$ cat config.mk
export PLATFORM = sky130hd
export DESIGN_NAME = eif_sweep_scheduler
export DESIGN_NICKNAME = d
export VERILOG_FILES = /design/src/rtl/eif_pkg.sv /design/src/rtl/eif_step.sv /design/src/rtl/eif_sweep_scheduler.sv
export SDC_FILE = /design/constraint.sdc
export NUM_CORES = 1
export LEC_CHECK = 0
export BUFFER_PORTS_ARGS = -buffer_cell sky130_fd_sc_hd__buf_4
export CORE_ASPECT_RATIO = 1.25
export CORE_MARGIN = 5
export CORE_UTILIZATION = 57
export CTS_CLUSTER_DIAMETER = 120
export DETAILED_ROUTE_END_ITERATION = 6
export PLACE_DENSITY = 0.73
export SLEW_MARGIN = 20
export SYNTH_ARGS = -nofsm -noshare
export SYNTH_HDL_FRONTEND = slang
export SYNTH_SLANG_ARGS = --single-unit
$ cat constraint.sdc
create_clock -name clk -period 9.65 [get_ports clk]
set_input_delay 0.4825 -clock clk [delete_from_list [all_inputs] [get_ports clk]]
set_output_delay 0.4825 -clock clk [all_outputs]
set_load 0.01 [all_outputs]
$ cat src/rtl/eif_pkg.sv
// Shared types, default widths and arithmetic helpers for the EIF sweep scheduler.
package eif_pkg;

  typedef enum logic [1:0] {
    ST_IDLE = 2'd0,
    ST_RUN  = 2'd1,
    ST_DONE = 2'd2
  } eif_state_e;

  localparam int unsigned EIF_N_DEF          = 4;
  localparam int unsigned EIF_W_DEF          = 8;
  localparam int unsigned EIF_FIFO_DEPTH_DEF = 4;

  // Clamp an unsigned intermediate result to lim.
  function automatic int unsigned sat_max(input int unsigned v, input int unsigned lim);
    return (v > lim) ? lim : v;
  endfunction

endpackage

$ cat src/rtl/eif_step.sv
// Combinational single-neuron exponential integrate-and-fire update.
// Intermediate arithmetic is carried in 32 bits so sums never wrap before saturation.
module eif_step
  import eif_pkg::*;
#(
  parameter int unsigned W            = EIF_W_DEF,
  parameter int unsigned RW           = 2,
  parameter int unsigned LEAK_SHIFT   = 3,
  parameter int unsigned EXP_KNEE     = 160,
  parameter int unsigned EXP_SHIFT    = 1,
  parameter int unsigned THRESH_BASE  = 200,
  parameter int unsigned THR_STEP     = 16,
  parameter int unsigned RESET_V      = 0,
  parameter int unsigned REFRAC_TICKS = 2
) (
  input  logic [W-1:0]  s,
  input  logic [W-1:0]  cur,
  input  logic [RW-1:0] refr,
  input  logic [W-1:0]  thr,
  output logic [W-1:0]  s_next_c,
  output logic [RW-1:0] refr_next_c,
  output logic [W-1:0]  thr_next_c,
  output logic          spike_c
);

  localparam int unsigned VMAX = (2 ** W) - 1;

  logic [31:0] s_u;
  logic [31:0] thr_u;
  logic [31:0] leak_u;
  logic [31:0] exp_u;
  logic [31:0] v_u;

  // Integrate, leak, add the exponential term, then resolve refractory/spike.
  always_comb begin
    s_u         = 32'(s);
    thr_u       = 32'(thr);
    leak_u      = s_u >> LEAK_SHIFT;
    exp_u       = (s_u > EXP_KNEE) ? ((s_u - EXP_KNEE) >> EXP_SHIFT) : 32'd0;
    v_u         = sat_max(s_u - leak_u + 32'(cur) + exp_u, VMAX);
    s_next_c    = s;
    refr_next_c = refr;
    thr_next_c  = thr;
    spike_c     = 1'b0;
    if (refr != '0) begin
      s_next_c    = W'(RESET_V);
      refr_next_c = refr - RW'(1);
    end else if (v_u >= thr_u) begin
      spike_c     = 1'b1;
      s_next_c    = W'(RESET_V);
      refr_next_c = RW'(REFRAC_TICKS);
      thr_next_c  = W'(sat_max(thr_u + THR_STEP, VMAX));
    end else begin
      s_next_c = W'(v_u);
      if (thr_u > THRESH_BASE) thr_next_c = thr - W'(1);
    end
  end

endmodule

$ cat src/rtl/eif_sweep_scheduler.sv
// Time-multiplexed EIF neuron population: per-neuron banks, sweep FSM, spike FIFO.
// Optional build macro EIF_ADAPT_THR_EN adds a per-neuron adaptive threshold bank.
module eif_sweep_scheduler
  import eif_pkg::*;
#(
  parameter int unsigned N_NEURONS    = EIF_N_DEF,
  parameter int unsigned W            = EIF_W_DEF,
  parameter int unsigned LEAK_SHIFT   = 3,
  parameter int unsigned EXP_KNEE     = 160,
  parameter int unsigned EXP_SHIFT    = 1,
  parameter int unsigned THRESH_BASE  = 200,
  parameter int unsigned THR_STEP     = 16,
  parameter int unsigned RESET_V      = 0,
  parameter int unsigned REFRAC_TICKS = 2,
  parameter int unsigned FIFO_DEPTH   = EIF_FIFO_DEPTH_DEF
) (
  input  logic                         clk,
  input  logic                         rst_n,
  input  logic                         tick_i,
  input  logic                         cur_we_i,
  input  logic [$clog2(N_NEURONS)-1:0] cur_addr_i,
  input  logic [W-1:0]                 cur_data_i,
  input  logic [$clog2(N_NEURONS)-1:0] mon_sel_i,
  output logic [W-1:0]                 state_o,
  output logic                         busy_o,
  output logic                         done_o,
  output logic                         spike_valid_o,
  output logic [$clog2(N_NEURONS)-1:0] spike_id_o,
  input  logic                         spike_ready_i,
  output logic                         overflow_o
);

  localparam int unsigned AW  = $clog2(N_NEURONS);
  localparam int unsigned RW  = (REFRAC_TICKS < 1) ? 1 : $clog2(REFRAC_TICKS + 1);
  localparam int unsigned FAW = $clog2(FIFO_DEPTH);
  localparam int unsigned CW  = FAW + 1;

  eif_state_e    st_q, st_d;
  logic [AW-1:0] idx_q, idx_d;
  logic          tick_miss_c;

  logic [W-1:0]  state_q [N_NEURONS];
  logic [W-1:0]  cur_q   [N_NEURONS];
  logic [RW-1:0] refr_q  [N_NEURONS];

  logic [W-1:0]  thr_cur_c;
  logic [W-1:0]  s_next_c;
  logic [RW-1:0] refr_next_c;
  logic [W-1:0]  thr_next_c;
  logic          spike_c;
  logic          upd_en_c;

  logic [AW-1:0]  fifo_q [FIFO_DEPTH];
  logic [FAW-1:0] rd_ptr_q, rd_ptr_d, wr_ptr_q, wr_ptr_d;
  logic [CW-1:0]  cnt_q, cnt_d;
  logic [AW-1:0]  head_d;
  logic           pop_c, full_c, push_c, push_ok_c, drop_c;

  // Sweep FSM state register.
  always_ff @(posedge clk or negedge rst_n) begin
    if (!rst_n) begin
      st_q  <= ST_IDLE;
      idx_q <= '0;
    end else begin
      st_q  <= st_d;
      idx_q <= idx_d;
    end
  end

  // Sweep FSM next state; ticks arriving mid-sweep are flagged as missed.
  always_comb begin
    st_d        = st_q;
    idx_d       = idx_q;
    tick_miss_c = 1'b0;
    case (st_q)
      ST_IDLE: begin
        if (tick_i) begin
          st_d  = ST_RUN;
          idx_d = '0;
        end
      end
      ST_RUN: begin
        tick_miss_c = tick_i;
        if (idx_q == AW'(N_NEURONS - 1)) st_d = ST_DONE;
        else idx_d = idx_q + AW'(1);
      end
      ST_DONE: begin
        tick_miss_c = tick_i;
        st_d        = ST_IDLE;
      end
      default: st_d = ST_IDLE;
    endcase
  end

  assign upd_en_c = (st_q == ST_RUN);

  eif_step #(
    .W           (W),
    .RW          (RW),
    .LEAK_SHIFT  (LEAK_SHIFT),
    .EXP_KNEE    (EXP_KNEE),
    .EXP_SHIFT   (EXP_SHIFT),
    .THRESH_BASE (THRESH_BASE),
    .THR_STEP    (THR_STEP),
    .RESET_V     (RESET_V),
    .REFRAC_TICKS(REFRAC_TICKS)
  ) u_step (
    .s          (state_q[idx_q]),
    .cur        (cur_q[idx_q]),
    .refr       (refr_q[idx_q]),
    .thr        (thr_cur_c),
    .s_next_c   (s_next_c),
    .refr_next_c(refr_next_c),
    .thr_next_c (thr_next_c),
    .spike_c    (spike_c)
  );

  // Membrane, refractory and current banks; the current write lands after the read.
  always_ff @(posedge clk or negedge rst_n) begin
    if (!rst_n) begin
      for (int i = 0; i < int'(N_NEURONS); i++) begin
        state_q[i] <= W'(RESET_V);
        cur_q[i]   <= '0;
        refr_q[i]  <= '0;
      end
    end else begin
      if (upd_en_c) begin
        state_q[idx_q] <= s_next_c;
        refr_q[idx_q]  <= refr_next_c;
      end
      if (cur_we_i) cur_q[cur_addr_i] <= cur_data_i;
    end
  end

`ifdef EIF_ADAPT_THR_EN
  logic [W-1:0] thr_q [N_NEURONS];

  assign thr_cur_c = thr_q[idx_q];

  // Adaptive threshold bank: raised on spike, relaxes toward the resting value.
  always_ff @(posedge clk or negedge rst_n) begin
    if (!rst_n) begin
      for (int i = 0; i < int'(N_NEURONS); i++) thr_q[i] <= W'(THRESH_BASE);
    end else if (upd_en_c) begin
      thr_q[idx_q] <= thr_next_c;
    end
  end
`else
  logic unused_thr;

  assign thr_cur_c  = W'(THRESH_BASE);
  assign unused_thr = ^thr_next_c;
`endif

  // Spike FIFO control; a pop frees the slot for a same-cycle push when full.
  always_comb begin
    pop_c     = spike_ready_i && spike_valid_o;
    full_c    = (cnt_q == CW'(FIFO_DEPTH));
    push_c    = upd_en_c && spike_c;
    push_ok_c = push_c && (!full_c || pop_c);
    drop_c    = push_c && full_c && !pop_c;
    rd_ptr_d  = pop_c ? rd_ptr_q + FAW'(1) : rd_ptr_q;
    wr_ptr_d  = push_ok_c ? wr_ptr_q + FAW'(1) : wr_ptr_q;
    cnt_d     = cnt_q + CW'(push_ok_c) - CW'(pop_c);
    head_d    = fifo_q[rd_ptr_d];
    if (push_ok_c && (wr_ptr_q == rd_ptr_d)) head_d = idx_q;
    if (cnt_d == '0) head_d = '0;
  end

  // FIFO storage, pointers and registered head/valid.
  always_ff @(posedge clk or negedge rst_n) begin
    if (!rst_n) begin
      for (int i = 0; i < int'(FIFO_DEPTH); i++) fifo_q[i] <= '0;
      rd_ptr_q      <= '0;
      wr_ptr_q      <= '0;
      cnt_q         <= '0;
      spike_valid_o <= 1'b0;
      spike_id_o    <= '0;
    end else begin
      if (push_ok_c) fifo_q[wr_ptr_q] <= idx_q;
      rd_ptr_q      <= rd_ptr_d;
      wr_ptr_q      <= wr_ptr_d;
      cnt_q         <= cnt_d;
      spike_valid_o <= (cnt_d != '0);
      spike_id_o    <= head_d;
    end
  end

  // Status outputs, sticky overflow and membrane monitor.
  always_ff @(posedge clk or negedge rst_n) begin
    if (!rst_n) begin
      busy_o     <= 1'b0;
      done_o     <= 1'b0;
      overflow_o <= 1'b0;
      state_o    <= '0;
    end else begin
      busy_o     <= (st_d != ST_IDLE);
      done_o     <= (st_d == ST_DONE);
      overflow_o <= overflow_o | drop_c | tick_miss_c;
      state_o    <= state_q[mon_sel_i];
    end
  end

endmodule
======== After elaboration in Yosys (flattened, before gate mapping) ========
Index checks and enable logic that the tools add are counted.
word-level totals
  flip-flop bits (word level) ............. 105
  input bits .............................. 17
  word-level logic and storage cells ...... 128
  output and inout port bits .............. 14
operators by class
  equality and inequality tests ........... 8
  add/sub/neg operators ................... 10
  multiplexer cells ....................... 45
  bitwise operators ....................... 7
  magnitude comparators ................... 11
  reduce and logical (&&, ||, !) cells .... 20
operators by type and width
  cell                 count
  $mux 8               10
  $bwmux 32            2
  $bmux 8 s2           3
  $add 32x32->32       1
  $add 32x8->32        1
  $demux 8 s2          2
  $ge 32x8->1 const B  1
  $gt 32x8->1 const B  1
  $mux 32              1
  $mux 31              1
  $mux 2               15
  $bwmux 8             2
  $ge 3x3->1 const B   5
  $not 2->3            5
  $logic_and 1x1->1    9
  $lt 3x1->1 const B   3
  $sub 8x5->9          1
  $sub 8x8->9 const B  1
  $bmux 2 s2           2
  $demux 2 s2          2
  $gt 8x8->1 const B   1
  $pmux 2 s2           2
  $add 2x1->2 const B  3
  $eq 2x2->1 const B   3
  other kinds (17)     24

======== Logic depth before layout (Yosys ltp) ========
  word-level depth ........................ 18
  gate-level depth with buffers ........... 37
  depth with buffers taken out ............ 33

======== Cells and area by module ========
A second synthesis with hierarchy kept.
second synthesis, totals
  cells, all modules ...................... 619
  area, all modules ....................... 7009.2 sq um
by module, submodules not included
  module               cells each  times used  seq. area each (sq um)  area an instance (sq um)
  eif_sweep_scheduler  332         1           2627.5                  4882.2
  eif_step             287         1           0.0                     2127.0

======== Worst setup path before layout ========
Ideal clock, no wire load.
  path kind ............................... reg-to-reg
  start point ............................. register idx_q[0]
  end point ............................... register spike_id_o[0]
  path buffers ............................ 4
  library setup time ...................... 126 ps
  period minus slack after synthesis ...... 7274 ps
  data arrival time ....................... 7148 ps
  required time ........................... 9524 ps
  slack ................................... 2376 ps
  stages on the path, launching flop included .. 34
  path through ............................ dfrtp_1 > buf_2 > buf_2 > mux4_2 > ha_1 > nor2b_1 > o21ai_0 > a21boi_0 > o21a_1 > nor2_1 > nand2_1 > xnor2_1 > fa_1 > ha_1 > buf_2 > o21ai_0 > a21oi_1 > a221o_1 > ha_1 > or4_1 > nor4_1 > and4_1 > nand4_2 > nand3_1 > ha_1 > inv_1 > ha_1 > fa_1 > xnor2_1 > xnor2_1 > or3_1 > clkbuf_1 > nand2_1 > mux2i_1
between the ends
  longest elaborated chain between the ends .. 18
  elaborated cells on any way between the ends .. 30
  classes of those cells .................. add/sub: 6; order compare: 3; mux: 15; bitwise: 1; reduce/logical: 5
RTL lines
  item                                             line                                                                                RTL
  start: declaration                               eif_sweep_scheduler.sv:39                                                           logic [AW-1:0] idx_q, idx_d;
  start signal: assignment                         eif_sweep_scheduler.sv:66                                                           idx_q <= idx_d;
  $not 2->3 (implied by the code) (*)              eif_sweep_scheduler.sv:108, eif_sweep_scheduler.sv:109, eif_sweep_scheduler.sv:110
  $bmux 8 s2                                       eif_sweep_scheduler.sv:108                                                          .s (state_q[idx_q]),
  $mux 8 (implied by the code) (2 in series)       eif_sweep_scheduler.sv:108
  $sub 8x5->9 (tied with other cells)              eif_step.sv:40                                                                      v_u = sat_max(s_u - leak_u + 32'(cur) + exp_u, VMAX);
  $add 32x8->32 / $mux 31 (equally long branches)  eif_step.sv:40, eif_step.sv:39
  $add 32x32->32                                   eif_step.sv:40
  $gt 32x8->1                                      eif_pkg.sv:16                                                                       return (v > lim) ? lim : v;
  $mux 32                                          eif_pkg.sv:16
  [3 not listed]                                   n/a
  $logic_and 1x1->1 (*)                            eif_sweep_scheduler.sv:159                                                          push_c = upd_en_c && spike_c;
  $logic_and 1x1->1 (*)                            eif_sweep_scheduler.sv:160                                                          push_ok_c = push_c && (!full_c || pop_c);
  $add 3x1->3 (*)                                  eif_sweep_scheduler.sv:164                                                          cnt_d = cnt_q + CW'(push_ok_c) - CW'(pop_c);
  $sub 3x1->3 (*)                                  eif_sweep_scheduler.sv:164
  via cnt_d[2]                                     eif_sweep_scheduler.sv:55                                                           logic [CW-1:0] cnt_q, cnt_d;
  $logic_not 3->1 (*)                              eif_sweep_scheduler.sv:167                                                          if (cnt_d == '0) head_d = '0;
  $mux 2 (*)                                       eif_sweep_scheduler.sv:167
  via head_d[0]                                    eif_sweep_scheduler.sv:56                                                           logic [AW-1:0] head_d;
  end signal: assignment                           eif_sweep_scheduler.sv:178                                                          spike_id_o <= '0;
  end signal: assignment                           eif_sweep_scheduler.sv:185                                                          spike_id_o <= head_d;
  end: declaration                                 eif_sweep_scheduler.sv:28                                                           output logic [$clog2(N_NEURONS)-1:0] spike_id_o,
Mark *: on every way through the listed nets, which the timed path passes. The rest lies on a longest branch. The select of a mux whose other input is x is not followed.
A chain may end at the register's enable or synchronous reset.

======== Worst setup path after layout ========
  start point ............................. register idx_q[0]
  end point ............................... register spike_id_o[1]
The elaborated chain is that of the path after synthesis.

==> reports/summary.txt <==
DRT antenna net count: 0
IO Port Bufs: 30
DIE HEIGHT: 128.2 um
Nature of the critical path endpoint: register
DR WL/cell: 17.94 um
Final net count: 636
Worst slew margin: 0.3929
Fill count: 834
Max frequency: 124.5 MHz
I/O pin count: 31
Syn Area/Cell: 11.57 um^2
Worst Reg-to-Reg Cells: 30
Clock-pin slew on the worst setup and hold paths: 70 ps
Critical Path Source Type: register
Sequential cell area fraction in the yosys report: 0.4122
Post-synthesis mux area share: 0.1831
CTS sink cnt: 105
Reg-to-reg slack, setup: 1620 ps
Final max-slew violation count: 0
Final min period: 8032 ps
Worst Path Max Fanout: 11
CTS resizes: 0
Setup Fix Bufs, Post-CTS: 0
Vias in the first global route: 4542
Accumulated negative setup slack: 0 ps
Antenna diodes: 0
CTS tree: yes
Bufs on Longest Clock Path: 2
First-pass GRT wire length: 21820 um
Initial core utilization: 0.5780
Vias: 4309
DR pass1 iterations: 4
Met1 Use GR: 0.2576
HP Class: in2async
DR iter-0 viols: 232
Cell variety after synth: 59
Post-route DRC violation count: 0
Max-cap viol count: 0
Die W: 104.6 um
Main combinational cell family by area after synthesis: multiplexers
Run status: completed
Ys Warns: 0
Met3 Usage GRT: 0.03476
Worst r2r dst: spike_id_o[1]
Yosys reg bits: 105
RD Place Congestion: 0.8074
Post-synth net total: 617
Asr flop ratio synth: 1.000
Worst skew pair latency: 350 ps
Met2 Resource Use GR: 0.3473
Post-synthesis simple-gate area fraction: 0.1119
Mapped Area: 6375 um^2
Final setup violation count: 0
# H-tree levels: 3
WS Path Type: reg2reg
Core area: 11030 um^2
Worst-margin pin slew: 910.6 ps
Fin. Hold Viols: 0
Placed Instances: 694
Ranking of synthesized cells by area: dfrtp_1 41%, mux4_2 9.5%, mux2_2 8.3%, ha_1 7.5%, fa_1 3.5%
Total CTS buffers: 9
Unrepaired setup endpoints after global routing: no
Yosys top cell area share: 0.4122
GRT busiest layer: met2
Number of synthesized flops with an enable pin: 0
Critical R2R Launch: idx_q[0]
Synth Area in XOR/XNOR: 0.02473
Share of the clock period used by the worst path: 0.8324
CP max stage delay: 740 ps
Antenna violations before repair: 0
Via-to-Cell Ratio: 6.078
Num rows: 43
Top_reg_cell synth: dfrtp_1
Cells after Synth: 551
Clk root buf: clkbuf_16
Synth Area in Adders: 0.1091
Slowest cell on crit path: dfrtp_1
WP data required: 9870 ps
GR Overflow Total: 0
Die area: 13410 um^2
Synth-to-Final Area Change: 8.911%
Most used cell along the critical path: ha_1
Arr. time, crit path: 8250 ps
Non-filler cells, final: 709
Proportion of layout cells with a drive suffix above 1: 0.2491
Cell taking the most area after synthesis: dfrtp_1
Hold Buf Count CTS: 0
DP HPWL: 9312 um
Total GRT Usage: 0.2004
Largest net degree at the start of global routing: 74
Post-Route WL: 12720 um
Worst clock skew: 8.616 ps
Compound-Gate Fraction of Synth Area: 0.1060
## cell type report
type                       count  area [um^2]  share of cell area
clock buffer                  12        246.5             0.03550
sequential                   105         2628              0.3784
multi-input combinational    370         3410              0.4911
inverter                      50        187.7             0.02703
timing repair buffer          34        255.2             0.03676
tap                          135        168.9             0.02433
clock inverter                 3        47.55            0.006848
## worst max path at each step
stage	start	endpoint	cells past startpoint
2_1_floorplan	idx_q[0]	spike_id_o[0]	33
3_3_place_gp	idx_q[0]	spike_id_o[1]	30
3_5_place_dp	idx_q[0]	spike_id_o[1]	30
4_1_cts	idx_q[0]	spike_id_o[1]	30
5_1_grt	idx_q[0]	spike_id_o[1]	30
6_report	idx_q[0]	spike_id_o[1]	30
## cells by family (layout without fill, tap and decap cells)
logic type / count (synthesis) / count (layout)
multiplexers: 77 / 77
AND/OR/NAND/NOR: 139 / 139
AO/OA/AOI/OAI: 87 / 87
buffers and inverters: 76 / 99
adder cells (fa/ha/maj): 49 / 49
flip-flops: 105 / 105
XOR/XNOR: 18 / 18
## synth_stat cells (7+ instances only)
library cell  instances
a21oi_1              11
xnor2_1              12
nand3_1               8
mux2_2               47
inv_1                50
o31ai_2              10
dfrtp_1             105
and2_1               10
mux4_2               27
fa_1                 11
ha_1                 38
nand2_1              57
nor2_1               18
o21ai_0              13
nand4_1               7
o31ai_1              19
clkbuf_1             12
## sequential cells by signal, indices dropped and copies added (netlist names), 2 cells and up
register	cells
cur_q	32
state_q	32
fifo_q	8
refr_q	8
state_o	8
cnt_q	3
idx_q	2
rd_ptr_q	2
spike_id_o	2
st_q	2
wr_ptr_q	2
## routing by layer
layer  routed length (um)  part of all wire
met5                    0                 0
met1                 5513              0.43
met2                 6543              0.51
met4                  218             0.017
met3                  444             0.035
## worst max-delay path, delay by kind of cell, from the launching register on
family | cells | cell delay [ps]
compound gates | 4 | 660
xor+xnor | 3 | 490
fa+ha+maj | 7 | 2120
buf+inv | 2 | 130
flops | 1 | 740
mux | 2 | 760
simple gates | 12 | 3000
## metrics by stage
stage	cell area [um^2]	setup slack (ps)	util	hold WS (ps)
floorplan	6375	2376	-	186.9
global placement	6649	1863	0.6028	455.4
detailed placement	6649	1633	0.6028	458.1
CTS	6943	1594	0.6295	88.36
global route	6943	1045	0.6295	108.8
finish	6943	1618	0.6295	75.38
## cell usage in the layout (no fill, tap or decap), types with 3 or more instances in the layout
cell type	netlist	routed
clkbuf_16	0	9
mux4_2	27	27
a221o_1	4	4
o21ai_0	13	13
nor2b_1	5	5
nor3_1	6	6
nand4_1	7	7
nor2_1	18	18
mux2_2	47	47
xor2_1	6	6
dfrtp_1	105	105
nand3_1	8	8
buf_4	0	34
and4_1	4	4
inv_1	50	50
nand3b_1	3	3
mux2i_1	3	3
o31ai_2	10	10
o31ai_1	19	19
a31o_2	4	4
fa_1	11	11
nor4_1	4	4
o211ai_1	5	5
xnor2_1	12	12
nand2_1	57	57
ha_1	38	38
a21oi_1	11	11
and2_1	10	10
o21ai_1	3	3
Power is left out: the tool's default activity adds up to more than one toggle a clock period on the data nets, which glitch-free logic cannot reach.
